$ cat config.mk
export PLATFORM = sky130hd
export DESIGN_NAME = clk_gen
export DESIGN_NICKNAME = d
export VERILOG_FILES = /design/src/rtl/clk_gen.sv
export SDC_FILE = /design/constraint.sdc
export NUM_CORES = 1
export LEC_CHECK = 0
export CELL_PAD_IN_SITES_DETAIL_PLACEMENT = 0
export CELL_PAD_IN_SITES_GLOBAL_PLACEMENT = 1
export CORE_MARGIN = 8
export CORE_UTILIZATION = 36
export CTS_CLUSTER_SIZE = 16
export DETAILED_ROUTE_END_ITERATION = 7
export PLACE_DENSITY = 0.79
export SLEW_MARGIN = 20
export SYNTH_ARGS = -nofsm -noshare
export SYNTH_HDL_FRONTEND = slang
export SYNTH_SLANG_ARGS = --single-unit
$ cat constraint.sdc
create_clock -name clk -period 1.87 [get_ports clk]
set_input_delay 0.2805 -clock clk [delete_from_list [all_inputs] [get_ports clk]]
set_output_delay 0.2805 -clock clk [all_outputs]
set_load 0.02 [all_outputs]
$ cat src/rtl/clk_gen.sv
// clk_gen: divided square-wave generator with registered edge strobes and a
// wrapping count of completed periods. The output toggles once every
// HALF_PERIOD enabled clk cycles. Every output comes straight from a flop.
module clk_gen #(
    parameter int   HALF_PERIOD = 1,
    parameter int   COUNT_W     = 16,
    parameter logic START_LEVEL = 1'b0
) (
    input  logic               clk,
    input  logic               rst,
    input  logic               en,
    output logic               clk_out,
    output logic               rise,
    output logic               fall,
    output logic [COUNT_W-1:0] cycle_count
);

    // A zero half-period has no meaning, so stop elaboration on it.
    generate
        if (HALF_PERIOD < 1) begin : g_bad_half_period
            $error("clk_gen: HALF_PERIOD must be >= 1");
        end
    endgenerate

    // The counter runs from 0 to HALF_PERIOD-1. It is kept at least 1 bit
    // wide so that HALF_PERIOD=1 still gives a legal vector.
    localparam int HC_W = (HALF_PERIOD > 1) ? $clog2(HALF_PERIOD) : 1;
    localparam logic [HC_W-1:0] HC_LAST = HC_W'(HALF_PERIOD - 1);

    logic [HC_W-1:0]    hc_reg, hc_next;
    logic               clk_out_reg, clk_out_next;
    logic               rise_reg, rise_next;
    logic               fall_reg, fall_next;
    logic [COUNT_W-1:0] count_reg, count_next;

    // Terminal count: the last enabled cycle of the current half-period.
    logic terminal;
    assign terminal = en && (hc_reg == HC_LAST);

    // Next-state logic. Strobes default low and fire only on a toggle.
    always_comb begin
        hc_next      = hc_reg;
        clk_out_next = clk_out_reg;
        rise_next    = 1'b0;
        fall_next    = 1'b0;
        count_next   = count_reg;
        if (terminal) begin
            hc_next      = '0;
            clk_out_next = ~clk_out_reg;
            rise_next    = ~clk_out_reg;
            fall_next    = clk_out_reg;
            if (!clk_out_reg) begin
                count_next = count_reg + COUNT_W'(1);
            end
        end else if (en) begin
            hc_next = hc_reg + HC_W'(1);
        end
    end

    // State registers. Reset clears them immediately and raises no strobe.
    always_ff @(posedge clk or posedge rst) begin
        if (rst) begin
            hc_reg      <= '0;
            clk_out_reg <= START_LEVEL;
            rise_reg    <= 1'b0;
            fall_reg    <= 1'b0;
            count_reg   <= '0;
        end else begin
            hc_reg      <= hc_next;
            clk_out_reg <= clk_out_next;
            rise_reg    <= rise_next;
            fall_reg    <= fall_next;
            count_reg   <= count_next;
        end
    end

    assign clk_out     = clk_out_reg;
    assign rise        = rise_reg;
    assign fall        = fall_reg;
    assign cycle_count = count_reg;

endmodule

==> impl_metrics.ini, run 1 <==
[clock_network]
clkTransAtPathRegs_ns = 0.11
root_buffer = clkbuf_4
h-tree-depth = 1
cts_tree = yes
cts_buffer_depth = 2
clk_latency_ns = 0.30
ctsHoldBuffers = 0
cts_buffers = 3
cts_setup_buffers = 0
clock-sinks = 20
cts_resized = 0

[status]
run_status = complete, no violations

[cells_and_area]
largest_reg_flops = 16
final_area_um2 = 1130
final_cells = 122
finish.net_count = 99
drive_above_1_share = 0.106
antennaDiodeCount = 0
layout_commonest_cell = clkdlybuf4s50_1
areaGrowthSynthToFinish_pct = 35.6
final_cell_mix = 21 x clkdlybuf4s50_1, 20 x dfrtp_1, 15 x xnor2_1
final_util = 0.516

[pwr]
power.leakage_nw = 0.473
power_frac_seq = 0.477
swShare = 0.344
p_sw_mw = 0.455
comb_power_share = 0.337
total_power_mw = 1.32
peakVddDrop_mv = 0.633
pwr-share-clk = 0.186
p_int_mw = 0.870
power_density_nw_per_um2 = 1170

[routing]
via_per_inst = 4.72
drc = 0
dr_wl_met2_um = 745
wire_per_inst_um = 12.8
ant_nets = 0
wl_met3_um = 106
dr.pass1.iters = 4
wl_um = 1570
m1WireLength_um = 679
drt_iter0_markers = 11
vias = 576
top_layer_used = met4

[timing]
final.period_utilization = 0.920
rsz0062_at_grt = false
tightest_slew_ns = 0.383
max_freq_mhz = 581
layout_setup_ws_ns = 0.149
skew_ns = 0.00318
hold-worst-slack_ns = 0.292
slew_headroom = 0.743
finalSetupTns_ns = 0
slew_viol_final = 0
hold_viol = 0
setup_viol = 0
fin_crit_ns = 1.72

[placement]
port_buffers = 21
dpl_cell_area_um2 = 1090
dp_hpwl_um = 1200
place_congestion = 0.702
dpl.cell_count = 118
place_ws_ns = 0.140

[die]
dieWidth_um = 64.1
initial_core_util = 0.380
dieHeight_um = 64.1
io_pins = 22
core_area_um2 = 2190
dieArea_um2 = 4110
fp-row-count = 17

[critical_path]
crit_arrival_ns = 1.44
crit_required_ns = 1.59
end_kind = output port
crit_path_cell_trace = clkdlybuf4s50_1
crit_fanout = 5
critical-path-top-delay-family = buffers and inverters
critical_path_class = reg2out
slowest_delay_ns = 0.66
crit_slowest_cell = clkdlybuf4s50_1
cp_num_buf_inv = 1
worstSetupStartpointType = register

[yosys]
synthTopCellsByArea = dfrtp_1 60%, xnor2_1 16%, nand4_1 5.3%
seq_area_frac_synth = 0.601
avgSynthCellArea_um2 = 12.4
synthAdderAreaFrac = 0.0150
synth_area_um2 = 833
synthesis.nets = 71
synthSimpleGateAreaFrac = 0.189
synth.area.mux_share = 0.0135
synth_compound_area_frac = 0
yosys_warnings = 0
synth_cell_types = 16
synth_xor_xnor_area_share = 0.168
ys_ff_latch = 20
yosys.area.top_type = dfrtp_1
netlist.area_leader.share = 0.601
syn_inst = 67
synth_top_family_by_area = simple AND/OR/NAND/NOR gates

[global_routing]
grtUsageTotal = 0.0858
gr-total-overflow = 0
grt_pass1_wl_um = 2840
grt_max_degree = 21
grt_pass1_vias = 603
antenna_found_initial = 0

[worst_hold_path]
hp-class = in2async

[run]
maxCapViolations = 0
final cells by class:
cell class / count / area, um^2
tap: 28 / 35.0
timing repair buffer: 23 / 225
multi-input combinational: 44 / 322
sequential: 20 / 500
clock buffer: 4 / 36.3
fill: 211 / 1060
inverter: 3 / 11.3
logic make-up after synthesis:
kind of cell	count (synthesis)
multiplexers	1
adder cells (fa/ha/maj)	1
flip-flops	20
AND/OR/NAND/NOR	26
buffers and inverters	3
XOR/XNOR	16
layer usage:
metal	global-route usage	vias to the layer above
met2	0.133	14
li1	-	278
met4	0.0409	0
met3	0.0383	4
met5	0	-
met1	0.0994	280
synth_stat cells:
cell / count
and4_4: 1
inv_1: 3
xor2_1: 1
mux2_2: 1
nor2b_1: 1
xnor2_1: 15
nor3b_4: 1
dfrtp_1: 20
nand2_1: 4
nand3_1: 5
and3_1: 1
ha_1: 1
nand4_1: 7
nor2_1: 4
nand2b_1: 1
nor3_2: 1
worst reg2reg max path: cells and delay by family, from the launching register on:
| kind | cells | cell delay [ns] |
|---|---|---|
| AND/OR/NAND/NOR | 3 | 0.74 |
| flip-flops | 1 | 0.43 |
| XOR/XNOR | 1 | 0.15 |
power groups by stage:
stage | combinational, mW | clock, mW | sequential [mW]
floorplan | 0.136 | 0 | 0.729
global placement | 0.449 | 0 | 0.638
detailed placement | 0.453 | 0 | 0.642
CTS | 0.456 | 0.261 | 0.634
global route | 0.487 | 0.282 | 0.649
finish | 0.446 | 0.246 | 0.633
path summary, 6_finish.rpt:
kind	start	end	slack, ns	depth (start not counted)
setup / recovery	clk_out$_DFFE_PP0P_	clk_out	0.15	1
hold / removal	rst	rise$_DFF_PP0_	0.29	3
setup reg to reg	hc_reg$_DFFE_PP0P_	cycle_count[13]$_DFFE_PP0P_	0.45	4
hold reg to reg	cycle_count[15]$_DFFE_PP0P_	cycle_count[15]$_DFFE_PP0P_	0.48	1
max in group asynchronous	rst	cycle_count[5]$_DFFE_PP0P_	1.37	3
min in group clk	cycle_count[15]$_DFFE_PP0P_	cycle_count[15]$_DFFE_PP0P_	0.48	1
Note: power is estimated with default switching activity, not from simulation.
==> inputs of run 2 (changes only) <==
CORE_UTILIZATION = 38   (was 36)
CTS_BUF_LIST = sky130_fd_sc_hd__clkbuf_4 sky130_fd_sc_hd__clkbuf_8   (was not set)
PLACE_DENSITY = 0.82   (was 0.79)
==> impl_metrics.ini, run 2 (synthesis gave the netlist of run 1 again) <==
[status]
run_status = complete, no violations

[critical_path]
reg2reg_from = hc_reg$_DFFE_PP0P_
critical-path-top-delay-family = buffers and inverters
rrSetupSlack_ns = 0.40
worstSetupStartpointType = register
crit_slowest_cell = clkdlybuf4s50_1
crit_start = clk_out$_DFFE_PP0P_
slowest_delay_ns = 0.66
rr_endpoint = cycle_count[13]$_DFFE_PP0P_
end_kind = output port
crit_fanout = 5
crit_path_cell_trace = clkdlybuf4s50_1
r2r_cells = 4
endpoint = clk_out
cp_num_buf_inv = 1
critical_path_class = reg2out
cp_num_cells = 1
crit_required_ns = 1.59
crit_arrival_ns = 1.43

[cells_and_area]
antennaDiodeCount = 0
final_area_um2 = 1120
finish.net_count = 99
areaGrowthSynthToFinish_pct = 33.9
layout_commonest_cell = clkdlybuf4s50_1
drive_above_1_share = 0.0968
final_cell_mix = 21 x clkdlybuf4s50_1, 20 x dfrtp_1, 15 x xnor2_1
largest_reg_flops = 16

[clock_network]
cts_setup_buffers = 0
clk_latency_ns = 0.29
cts_buffer_depth = 2
root_buffer = clkbuf_4
cts_buffers = 3
h-tree-depth = 1
cts_resized = 0
cts_tree = yes
ctsHoldBuffers = 0
clock-sinks = 20
clkTransAtPathRegs_ns = 0.10

[pwr]
power_density_nw_per_um2 = 1150
total_power_mw = 1.28
peakVddDrop_mv = 0.734
power.leakage_nw = 0.466

[global_routing]
use_met1 = 0.104
gr-total-overflow = 0
grt_pass1_wl_um = 2830
antenna_found_initial = 0
grtUsageMet2 = 0.136
busiest_layer = met2
grt_max_degree = 21
grtUsageTotal = 0.0886
grt_pass1_vias = 593
met3_usage = 0.0376

[routing]
drt_iter0_markers = 11
wl_um = 1630
ant_nets = 0
dr.pass1.iters = 3
wire_per_inst_um = 13.4
via_per_inst = 4.72
drc = 0
vias = 571

[timing]
hold_viol = 0
final.period_utilization = 0.915
slew_headroom = 0.718
finalSetupTns_ns = 0
max_freq_mhz = 584
rsz0062_at_grt = false
tightest_slew_ns = 0.420
fin_crit_ns = 1.71
skew_ns = 0.000880
setup_viol = 0
slew_viol_final = 0

[placement]
dpl_cell_area_um2 = 1090
port_buffers = 21
place_congestion = 0.769
dp_hpwl_um = 1240

[run]
maxCapViolations = 0

[die]
dieWidth_um = 62.8
dieArea_um2 = 3950
io_pins = 22
initial_core_util = 0.388
core_area_um2 = 2150
dieHeight_um = 62.8
fp-row-count = 17

[worst_hold_path]
hp-class = in2async
## run 2: cell types whose count changed in the layout (fill, tap and decap cells not counted)
cell | previous run | this run
clkbuf_8 | 1 | 0
## run 2: how the worst min path moves through the flow
| stage | slack (ns) | to | cells past startpoint |
|---|---|---|---|
| 3_3_place_gp | 0.47 | cycle_count[15]$_DFFE_PP0P_ | 1 |
| 5_1_grt | 0.33 | clk_out$_DFFE_PP0P_ | 3 |
| 3_5_place_dp | 0.47 | cycle_count[15]$_DFFE_PP0P_ | 1 |
| 6_report | 0.31 | clk_out$_DFFE_PP0P_ | 3 |
| 2_1_floorplan | 0.24 | clk_out$_DFFE_PP0P_ | 1 |
| 4_1_cts | 0.30 | fall$_DFF_PP0_ | 3 |
## run 2: report_power, final
part           internal [mW]  switching [mW]
clock                 0.0748           0.121
combinational          0.235           0.215
sequential             0.516           0.118
## run 2: stage by stage
stage	util	std cells	hold WS, ns	worst slack, ns
after global routing	0.520	121	0.328	0.0989
after CTS	0.520	121	0.304	0.131
after floorplan	-	67	0.244	0.411
after detailed placement	0.509	118	0.468	0.107
after global placement	0.509	118	0.468	0.189
final	0.520	121	0.309	0.159
## run 2: final cells by class
cell class | instances | area [um^2]
fill | 207 | 1030
sequential | 20 | 500
multi-input combinational | 44 | 322
timing repair buffer | 23 | 225
tap | 28 | 35.0
clock buffer | 3 | 22.5
inverter | 3 | 11.3
## run 2: per-layer routing
layer / routed length (um) / up-vias
li1: - / 278
met1: 777 / 277
met2: 751 / 14
met3: 89 / 2
met4: 8 / 0
met5: 0 / -
==> inputs of run 3 (changes only) <==
ABC_CLOCK_PERIOD_IN_PS = 1870   (was not set)
==> results of run 3 <==
Final layout, timing and power as in run 2 (identical DEF).
==> RTL edit, RTL diff (settings of run 1) <==
Change the parameter `START_LEVEL` from 1'b0 to 1'b1.
--- a/src/rtl/clk_gen.sv
+++ b/src/rtl/clk_gen.sv
@@ -4,7 +4,7 @@
 module clk_gen #(
     parameter int   HALF_PERIOD = 1,
     parameter int   COUNT_W     = 16,
-    parameter logic START_LEVEL = 1'b0
+    parameter logic START_LEVEL = 1'b1
 ) (
     input  logic               clk,
     input  logic               rst,
Check against the original RTL: not equivalent (a bounded check fails within 4 cycles, from zero or initial values and one cycle with rst high).
==> RTL edit against run 1 <==
  * Sequential cell count unchanged
  * Global-route usage grew 0.16 points
  * Wire length increased by 3.6%
  * Synthesized area up 0.15%
  * Cell area up 0.33%
  * Worst setup slack improved by 0.031 ns
  * Power rose by 0.89%
  * Largest cell class unchanged
==> RTL edit: results (changes against run 1) <==
[grt]
grt.total_usage_pct = 8.74  ; +0.16 points
grt_pass1_wl_mm = 2.87  ; +1.2%
antenna_found_initial = 0  ; unchanged
grt_max_degree = 21  ; unchanged
grt_pass1_vias = 642  ; +6.5%

[layout]
nFillCells = 218  ; +3.3%
largest_reg_flops = 16  ; unchanged
drive_gt1_share_pct = 11.7  ; +1.1 points

[power_and_ir_drop]
p_switching_uw = 460  ; +0.99%
vdd_drop_max_uv = 734  ; +16%
total_leakage_power_nw = 0.481  ; +1.7%

[worst_setup_path]
reg2reg_depth = 4  ; unchanged
cp-endpoint = cycle_count[4]
worstPathArrival_ns = 1.41  ; -0.03 ns
timing.rr.end = cycle_count[15]
cp-startpoint = cycle_count[4]
path_max_fanout = 6  ; +1
worst-r2r-setup-slack_ns = 0.45  ; about the same
reg2reg_from = hc_reg
slowest_delay_ns = 0.65
worst_path_max_delay_cell = clkdlybuf4s50_1

[logic_synthesis]
synth_area_per_cell_um2 = 12.5  ; +0.15%
async_reset_ff_share_pct = 100  ; unchanged
synth_area_leaders = dfrtp_1, xnor2_1, nand4_1
syn_nets = 71  ; unchanged
yosysUniqueCellTypes = 17  ; +1
ys_top_cells_by_count = dfrtp_1, xnor2_1, nand4_1, nand3_1
ys.warnings.count = 0  ; unchanged
seq_area_frac_synth_pct = 60.1  ; about the same

[route]
wl_per_cell_um = 13.3  ; +3.6%
drtIter0Drc = 2  ; -9
firstDrtPassIters = 3  ; -1
wl_mm = 1.62  ; +3.6%
route.vias.total = 581  ; +0.87%

[place]
place_inst = 118  ; unchanged
dpl.hpwl_mm = 1.21  ; +0.85%
port-buffer-count = 21  ; unchanged
place.gp.congestion = 0.733  ; +4.4%

[sta]
skew_ns = 0.00288  ; -0.000298 ns
maxSlewHeadroom_pct = 74.8  ; +0.42 points

[hold_path]
hp-class = primary input to async pin

[cts]
cts_inserted_buffers = 3  ; unchanged
clk_pin_slew_ns = 0.11  ; about the same
cts-root-buf = clkbuf_4
htreeDepth = 1  ; unchanged

[outcome]
status = completed

RTL edit: cell count changes after synthesis:
cell / change
dfrtp_1: -1
dfstp_2: +1
RTL edit: power by group through the flow:
| stage | clock network, mW | logic (mW) | registers [mW] |
|---|---|---|---|
| global placement | 0 | 0.451 | 0.652 |
| CTS | 0.258 | 0.458 | 0.648 |
| global route | 0.275 | 0.485 | 0.664 |
| detailed placement | 0 | 0.455 | 0.654 |
| floorplan | 0 | 0.137 | 0.739 |
| finish | 0.246 | 0.446 | 0.645 |
RTL edit: timing repair:
item	in CTS	in global routing
hold endpoints to repair	0	0
buffers inserted	0	0
gates resized for setup	0	1
endpoints found under the setup margin	0	1
RTL edit: kinds of logic after synthesis:
kind of cell,Yosys count,share of synthesized area [%]
flip-flops,20,60.1
XOR/XNOR,16,16.8
AND/OR/NAND/NOR,26,18.9
buffers and inverters,3,1.35
adder cells (fa/ha/maj),1,1.50
multiplexers,1,1.35
RTL edit: routing by layer:
layer  routed length (µm)  track usage, %  vias to the layer above
met5                    0               0                        -
met4                   16            4.90                        0
met1                  669            9.36                      285
met3                  132            4.18                        2
met2                  803            13.9                       12
li1                     -               -                      282
RTL edit: final cells by class:
class	instances	area share [%]
multi-input combinational	44	28.4
clock buffer	4	3.20
inverter	3	0.993
timing repair buffer	23	20.1
tap	28	3.09
sequential	20	44.3
RTL edit: per-stage QoR:
stage | setup WS [ns] | hold WS [ns] | util (%) | instance area, µm² | power, mW
global route | 0.111 | 0.357 | 51.2 | 1130 | 1.42
global placement | 0.175 | 0.463 | 49.5 | 1090 | 1.10
CTS | 0.0171 | 0.287 | 51.1 | 1130 | 1.36
detailed placement | 0.150 | 0.469 | 49.5 | 1090 | 1.11
floorplan | 0.521 | 0.244 | - | 835 | 0.876
finish | 0.180 | 0.284 | 51.2 | 1130 | 1.34
